**config.mk**
```make
export PLATFORM = sky130hd
export DESIGN_NAME = fft_output_reader
export DESIGN_NICKNAME = d
export VERILOG_FILES = /design/src/rtl/fft_pkg.sv /design/src/rtl/fft_output_reader_fifo.sv /design/src/rtl/fft_output_reader.sv
export SDC_FILE = /design/constraint.sdc
export NUM_CORES = 1
export LEC_CHECK = 0
export ABC_AREA = 1
export CORE_UTILIZATION = 62
export DETAILED_ROUTE_END_ITERATION = 16
export MAX_ROUTING_LAYER = met4
export PLACE_DENSITY = 0.86
export SLEW_MARGIN = 30
export SYNTH_ARGS = -nofsm -noshare
export SYNTH_HDL_FRONTEND = slang
export SYNTH_HIERARCHICAL = 1
export SYNTH_SLANG_ARGS = --single-unit
```
**constraint.sdc**
```tcl
create_clock -name clk -period 3.45 [get_ports clk]
set_input_delay 0.69 -clock clk [delete_from_list [all_inputs] [get_ports clk]]
set_output_delay 0.69 -clock clk [all_outputs]
set_load 0.02 [all_outputs]
```
**src/rtl/fft_pkg.sv**
```systemverilog
// Shared FFT constants, the unload FSM state type, and the bit-reversal helper.
package fft_pkg;

  localparam int unsigned FFT_N      = 32;
  localparam int unsigned FFT_ADDR_W = 5;

  typedef enum logic [1:0] {
    S_IDLE,
    S_READ,
    S_DRAIN,
    S_DONE
  } state_t;

  // Reverse the low 'width' bits of addr; bits above 'width' come back zero.
  function automatic logic [31:0] bitrev(input logic [31:0] addr,
                                         input int unsigned width = FFT_ADDR_W);
    logic [31:0] r;
    r = '0;
    for (int unsigned i = 0; i < width; i++) begin
      r[5'(i)] = addr[5'(width - 1 - i)];
    end
    return r;
  endfunction

endpackage

```
**src/rtl/fft_output_reader_fifo.sv**
```systemverilog
// 4-deep synchronous FIFO carrying {data, bin index} from the memory read
// side to the output stream; cleared by the asynchronous reset.
module stream_fifo4 #(
  parameter int unsigned W = 37
) (
  input  logic         clk,
  input  logic         rst_n,
  input  logic         i_push,
  input  logic [W-1:0] i_data,
  input  logic         i_pop,
  output logic [W-1:0] o_data,
  output logic [2:0]   o_count
);

  logic [W-1:0] r_mem [4];
  logic [1:0]   r_wr_ptr;
  logic [1:0]   r_rd_ptr;
  logic [2:0]   r_count;
  logic         w_push;
  logic         w_pop;

  assign w_push  = i_push && (r_count != 3'd4);
  assign w_pop   = i_pop && (r_count != 3'd0);
  assign o_data  = r_mem[r_rd_ptr];
  assign o_count = r_count;

  // Storage, pointers and occupancy; push and pop may coincide.
  always_ff @(posedge clk or negedge rst_n) begin
    if (!rst_n) begin
      r_mem    <= '{default: '0};
      r_wr_ptr <= '0;
      r_rd_ptr <= '0;
      r_count  <= '0;
    end else begin
      if (w_push) begin
        r_mem[r_wr_ptr] <= i_data;
        r_wr_ptr        <= r_wr_ptr + 2'd1;
      end
      if (w_pop) begin
        r_rd_ptr <= r_rd_ptr + 2'd1;
      end
      r_count <= r_count + 3'(w_push) - 3'(w_pop);
    end
  end

endmodule

```
**src/rtl/fft_output_reader.sv**
```systemverilog
// Unloads FFT results from data memory in bit-reversed address order after
// the rising edge of fft_done and streams them in natural bin order.
module fft_output_reader
  import fft_pkg::*;
#(
  parameter int unsigned DATA_W      = 32,
  parameter int unsigned ADDR_W      = 5,
  parameter int unsigned BIT_REVERSE = 1
) (
  input  logic              clk,
  input  logic              rst_n,
  input  logic              fft_done,
  output logic              mem_rd_en,
  output logic [ADDR_W-1:0] mem_rd_addr,
  input  logic [DATA_W-1:0] mem_rd_data,
  output logic              out_valid,
  input  logic              out_ready,
  output logic [DATA_W-1:0] out_data,
  output logic [ADDR_W-1:0] out_index,
  output logic              out_last,
  output logic              busy,
  output logic              unload_done
);

  localparam logic [ADDR_W-1:0] LAST_K = '1;

  state_t                     r_state;
  state_t                     w_next;
  logic                       r_done_q;
  logic                       r_inflight;
  logic [ADDR_W-1:0]          r_rd_cnt;
  logic [ADDR_W-1:0]          r_tag_k;
  logic                       w_start;
  logic                       w_rd_en;
  logic                       w_pop;
  logic [2:0]                 w_count;
  logic [DATA_W+ADDR_W-1:0]   w_head;

  assign w_start = fft_done & ~r_done_q;

  // Credit check counts the read still in flight so the FIFO cannot overflow
  // even when the output is stalled.
  assign w_rd_en = (r_state == S_READ) && ((w_count + {2'b00, r_inflight}) < 3'd4);

  assign mem_rd_en   = w_rd_en;
  assign mem_rd_addr = (BIT_REVERSE != 0) ? ADDR_W'(bitrev(32'(r_rd_cnt), ADDR_W))
                                          : r_rd_cnt;

  assign out_valid   = (w_count != 3'd0);
  assign out_data    = w_head[DATA_W+ADDR_W-1:ADDR_W];
  assign out_index   = w_head[ADDR_W-1:0];
  assign out_last    = out_valid && (out_index == LAST_K);
  assign w_pop       = out_valid & out_ready;
  assign busy        = (r_state != S_IDLE);
  assign unload_done = (r_state == S_DONE);

  // State register and fft_done edge-detect history (reset high to mask a
  // level already present at reset release).
  always_ff @(posedge clk or negedge rst_n) begin
    if (!rst_n) begin
      r_state  <= S_IDLE;
      r_done_q <= 1'b1;
    end else begin
      r_state  <= w_next;
      r_done_q <= fft_done;
    end
  end

  // Read counter, tag for the in-flight read, and in-flight flag.
  always_ff @(posedge clk or negedge rst_n) begin
    if (!rst_n) begin
      r_rd_cnt   <= '0;
      r_tag_k    <= '0;
      r_inflight <= 1'b0;
    end else begin
      r_inflight <= w_rd_en;
      if (w_rd_en) begin
        r_tag_k <= r_rd_cnt;
      end
      if ((r_state == S_IDLE) && w_start) begin
        r_rd_cnt <= '0;
      end else if (w_rd_en && (r_rd_cnt != LAST_K)) begin
        r_rd_cnt <= r_rd_cnt + 1'b1;
      end
    end
  end

  // Next-state logic for the unload sequence.
  always_comb begin
    w_next = r_state;
    unique case (r_state)
      S_IDLE:  if (w_start) w_next = S_READ;
      S_READ:  if (w_rd_en && (r_rd_cnt == LAST_K)) w_next = S_DRAIN;
      S_DRAIN: if (out_last && out_ready) w_next = S_DONE;
      S_DONE:  w_next = S_IDLE;
      default: w_next = S_IDLE;
    endcase
  end

  stream_fifo4 #(
    .W(DATA_W + ADDR_W)
  ) u_fifo (
    .clk    (clk),
    .rst_n  (rst_n),
    .i_push (r_inflight),
    .i_data ({mem_rd_data, r_tag_k}),
    .i_pop  (w_pop),
    .o_data (w_head),
    .o_count(w_count)
  );

endmodule
```
* Word-level counts from Yosys, hierarchy flattened
Cells that the tools add are included.
Operators by class: equality and inequality tests 10, $lt $le $gt $ge 4, multiplexer cells 12, bitwise gates (word level) 5, reduce and logical (&&, ||, !) cells 14, add/subtract/negate cells 6
Operator list (count):
- 148-bit bitwise mux | 1
- 37-bit two-way mux | 3
- 37-bit binary-select mux with 2-bit select | 1
- 37-bit demux with 2-bit select | 1
- 5-bit == test (second input constant) | 2
- 5-bit two-way mux | 2
- 1-bit logical AND | 9
- 2-bit one-hot mux with 4 select lines | 1
- 3-bit by 1-bit adder with 3-bit output | 2
- 3-bit greater-or-equal comparator (second input constant) | 2
- 2-bit two-way mux | 3
- 2-bit NOT with 3-bit output | 2
- 5-bit by 1-bit adder with 5-bit output (second input constant) | 1
- 5-bit inequality test (second input constant) | 1
- 2-bit by 1-bit adder with 2-bit output (second input constant) | 2
- 2-bit == test (second input constant) | 2
- 2-bit inequality test (second input constant) | 2
- 2-bit nonzero test | 2
- 3-bit by 1-bit less-than comparator with 1-bit output (second input constant) | 1
- 3-bit less-than comparator (second input constant) | 1
- 3-bit inequality test (second input constant) | 1
- 3-bit AND reduction | 1
- 3-bit nonzero test | 1
- 3-bit by 1-bit subtractor with 3-bit output | 1
- other kinds (5) | 6
Word-level totals: register bits 169, input bits 36, logic and storage cells 63, output and inout port bits 47

* Depth between registers and ports, before layout
depth in word-level cells 9, gate-level depth with buffers 14, depth with buffers taken out 14

* Cells and area by module
The synthesis kept the hierarchy.
By module, submodules not included:
- stream_fifo4 | cells an instance 953, seq. area each 3878.7 µm², instances 1, area each 7651.1 µm²
- fft_output_reader | cells an instance 93, seq. area each 351.6 µm², instances 1, area each 782.0 µm²

* Worst setup path before layout
OpenSTA, ideal clock, no wires.
path kind register -> output, start point register u_fifo.r_rd_ptr[0], end point output out_last, path buffers 3, arrival 2.051 ns, setup slack 0.709 ns, data required time 2.760 ns, cell stages (with the launch flop) 8, cells stage by stage dfrtp_1 > buf_6 > buf_4 > buf_2 > nor2_1 > o21ai_0 > nand3_1 > nor3_1
Between the ends: word-level cells in the longest chain between the ends 6
RTL lines:
- start: declaration | line fft_output_reader_fifo.sv:17 | logic [1:0] r_rd_ptr;
- start signal: assignment | line fft_output_reader_fifo.sv:40 | r_rd_ptr <= r_rd_ptr + 2'd1;
- 2-bit NOT with 3-bit output (implied by the code) | line fft_output_reader_fifo.sv:24 | assign o_data = r_mem[r_rd_ptr];
- 37-bit binary-select mux with 2-bit select | line fft_output_reader_fifo.sv:24
- 37-bit two-way mux (implied by the code) (2 in a row) | line fft_output_reader_fifo.sv:24
- via out_index[3] | line fft_output_reader.sv:19 | output logic [ADDR_W-1:0] out_index,
- 5-bit == test | line fft_output_reader.sv:52 | assign out_last = out_valid && (out_index == LAST_K);
- 1-bit logical AND | line fft_output_reader.sv:52
- end: declaration | line fft_output_reader.sv:20 | output logic out_last,
The timed path passes the listed nets, and every way through them passes these cells. The select of a mux whose other input is x is not followed.

* Worst setup path in the final report
start point register u_fifo.r_rd_ptr[0], end point output out_last
Between the ends: word-level cells in the longest chain between the ends 6
RTL lines (line):
- 2-bit NOT with 3-bit output (implied by the code) | fft_output_reader_fifo.sv:24
- 37-bit binary-select mux with 2-bit select | fft_output_reader_fifo.sv:24
- 37-bit two-way mux (implied by the code) (2 in a row) | fft_output_reader_fifo.sv:24
- 5-bit == test | fft_output_reader.sv:52
- 1-bit logical AND | fft_output_reader.sv:52
Every way passes these cells. The select of a mux whose other input is x is not followed.

==> impl_metrics.py <==
metrics = {
    "outcome": {
        "outcome": "completed",
    },
    "sta": {
        "period_share_pct": 95.2,
        "worst_slew_pin_slew_ns": 0.849,
        "fmax_mhz": 305,
        "hold_viol": 0,
        "fin_crit_ns": 3.28,
        "skew_ns": 0.00854,
        "setup_viol": 0,
        "tns_ns": 0,
        "rsz0062_at_grt": "no",
        "slew_headroom_pct": 43.4,
        "drv_slew": 0,
    },
    "global_routing": {
        "antenna_found_initial": 0,
        "track_usage_pct": 33.6,
        "grt_pass1_vias": 7244,
        "grt_max_degree": 155,
        "grt_pass1_wl_mm": 36.4,
        "grt_overflow": 0,
    },
    "min_path": {
        "min_path_type": "in -> async",
    },
    "power": {
        "pwr-share-comb_pct": 48.3,
        "swShare_pct": 43.8,
        "p_int_mw": 5.80,
        "pwr-share-clk_pct": 18.3,
        "p_seq_share_pct": 33.4,
        "fin_total_pwr_mw": 10.3,
        "vdd_drop_max_v": 0.000952,
        "switchingPower_mw": 4.52,
        "p_per_area_nw_per_um2": 1050,
        "p_leak_nw": 4.71,
    },
    "synth": {
        "ys.flop_type": "dfrtp_1",
        "syn-cell-area_um2": 8430,
        "ys_types": 27,
        "synth.ff_latch_count": 169,
        "yosysSeqAreaShare_pct": 50.2,
        "yosys_warnings": 6,
        "syn_avg_cell_area_um2": 8.06,
        "async_reset_ff_share_pct": 100,
        "synth_cells": 1046,
        "synth_edf_count": 0,
        "synth_fp_nets": 1095,
    },
    "critical_path": {
        "crit_path_start_kind": "flop",
        "path_max_fanout": 21,
        "crit_arrival_ns": 2.59,
        "end_kind": "output pin",
        "required_ns": 2.76,
        "r2r_slack_ns": 1.03,
        "path_class": "reg -> out",
    },
    "job": {
        "cap_violations": 0,
    },
    "drt": {
        "ant_nets": 0,
        "drc": 0,
        "routed_wl_mm": 22.0,
        "via_count": 7819,
        "drtIter0Drc": 1101,
        "firstDrtPassIters": 5,
        "post_drt_wl_per_cell_um": 17.3,
        "viasPerCell": 6.14,
    },
    "clock_tree": {
        "h-tree-depth": 4,
        "clkSlewWorstSetupHoldPaths_ns": 0.06,
        "cts_hold_buf": 0,
        "cts_tree": "done",
        "cts_buffers": 17,
        "cts_num_sinks": 169,
        "root_buffer": "clkbuf_16",
        "cts_buffer_depth": 2,
        "clk_latency_ns": 0.42,
    },
    "final_layout": {
        "final_nets": 1133,
        "utilization_pct": 74.4,
        "drive_above_1_share_pct": 6.20,
        "n_fill_cell": 1003,
        "diodes": 0,
        "syn_to_final_growth_pct": 16.8,
        "finalInstanceArea_um2": 9850,
        "layoutNonFillerInstCount": 1273,
    },
    "floorplanning": {
        "start_util_pct": 63.7,
        "core_area_um2": 13200,
        "fp.dieH_um": 119,
        "die_w_um": 119,
        "top_level_ports": 83,
        "num_rows": 42,
        "dieArea_um2": 14100,
    },
    "place": {
        "place_congestion": 0.809,
        "placed_cell_area_um2": 9270,
        "dp_hpwl_mm": 12.3,
        "dp_cells": 1241,
        "port_buffers": 82,
    },
}
per-layer routing:
metal  up-vias  part of all wire, %  GRT usage (%)
li1       3590                    -              -
met1      3742                   41           44.9
met2       435                   48           51.1
met3        52                  8.5           6.85
met4         0                  2.0           12.1
met5         -                    0              -
metrics by stage:
stage | hold slack [ns] | setup slack [ns]
finish | 0.323 | 0.167
global route | 0.385 | 0.0781
CTS | 0.348 | 0.0772
detailed placement | 0.453 | 0.581
global placement | 0.448 | 0.635
floorplan | 0.394 | 0.709
cells by family after synthesis:
family | Yosys count | synth area share, %
AOI/OAI and AO/OA | 116 | 7.00
DFF | 169 | 50.2
adders and majority gates | 13 | 2.02
buffers and inverters | 109 | 6.35
and+or+nand+nor | 636 | 34.2
xor gates and xnor gates | 3 | 0.312
registers in the layout, summed over array words and instances (netlist names):
signal / count
u_fifo/r_rd_ptr: 2
u_fifo/r_wr_ptr: 2
r_state: 2
u_fifo/r_mem: 148
r_rd_cnt: 5
u_fifo/o_count: 3
r_inflight: 1
r_done_q: 1
r_tag_k: 5
power by group through the flow:
stage	registers (mW)	clock network (mW)	logic (mW)
after detailed placement	3.42	0	4.89
after CTS	3.42	1.90	4.94
final	3.45	1.89	4.98
after floorplan	3.29	0	3.30
after global placement	3.40	0	4.77
after global routing	3.54	1.98	5.48
cells in the mapped netlist (2+ instances only):
cell type  number  area (um^2)
buf_1           9         33.8
buf_2          29          145
buf_4          12         90.1
buf_6           6         67.6
clkbuf_1       31          116
dfrtp_1       168         4200
ha_1           12          150
inv_1          21         78.8
nand2_1       340         1280
nand3_1        14         70.1
nand3_4         5         87.6
nand4_1       151          945
nor2_1        119          447
nor2_2          2         12.5
nor3_1          2         10.0
o21ai_0       107          536
o21ai_1         7         35.0
xor2_1          2         17.5
placed cells by master, fill, tap and decap left out:
cell             netlist  final
xor2_1                 2      2
nand3_4                5      5
ha_1                  12     12
nand4_1              151    151
inv_1                 21     20
dfstp_2                1      1
a21oi_2                1      1
clkbuf_8               0      4
fa_1                   1      1
buf_4                 12     20
or2_2                  1      1
buf_12                 0      4
clkbuf_1              31      8
nor2_2                 2      2
nand3_1               14     14
dfrtp_2                0      1
nor2_1               119    119
nand2_2                1      1
o21bai_2               1      1
xnor2_1                1      1
dfrtp_1              168    166
nor3_2                 0      1
nand2_1              340    339
buf_6                  6      1
nor2_8                 1      1
clkdlybuf4s50_1        0     81
bufinv_16              0      2
nand2_4                0      1
inv_2                  1      1
o21ai_1                7      7
clkbuf_16              0     17
o21ai_0              107    107
dfrtp_4                0      1
clkinv_2               0      2
nor3_1                 2      1
worst max-delay path, cell delays in order, from the launching register on:
cell and delay, ns:
dfrtp_2 0.41, inv_2 0.25, o21ai_0 0.17, o21ai_0 0.30, nand2_1 0.14, nor3_2 0.26, clkdlybuf4s50_1 0.64
timing repair:
action | CTS | global route
endpoints found under the hold margin | 0 | 0
setup buffers | 0 | 0
endpoints found under the setup margin | 0 | 1
gates resized for setup | 0 | 2
layout make-up:
class	instances	area, um^2	area share (%)
multi-input combinational	768	3680	37.4
tap	176	220	2.24
clock inverter	3	65.1	0.661
inverter	22	83.8	0.851
timing repair buffer	106	1050	10.7
sequential	169	4240	43.0
clock buffer	29	510	5.18
path summary, 6_finish.rpt:
check                                         from                end  cells after the start
max in group asynchronous                    rst_n           r_done_q                      2
worst max-delay path            u_fifo/r_rd_ptr[0]           out_last                      6
worst min register to register    u_fifo/r_mem[99]   u_fifo/r_mem[99]                      2
worst max register to register   u_fifo/o_count[1]  u_fifo/o_count[2]                     14
min in group clk                  u_fifo/r_mem[99]   u_fifo/r_mem[99]                      2
worst min-delay path                         rst_n  u_fifo/r_mem[130]                      1
Power figures use the tool's default switching activity.
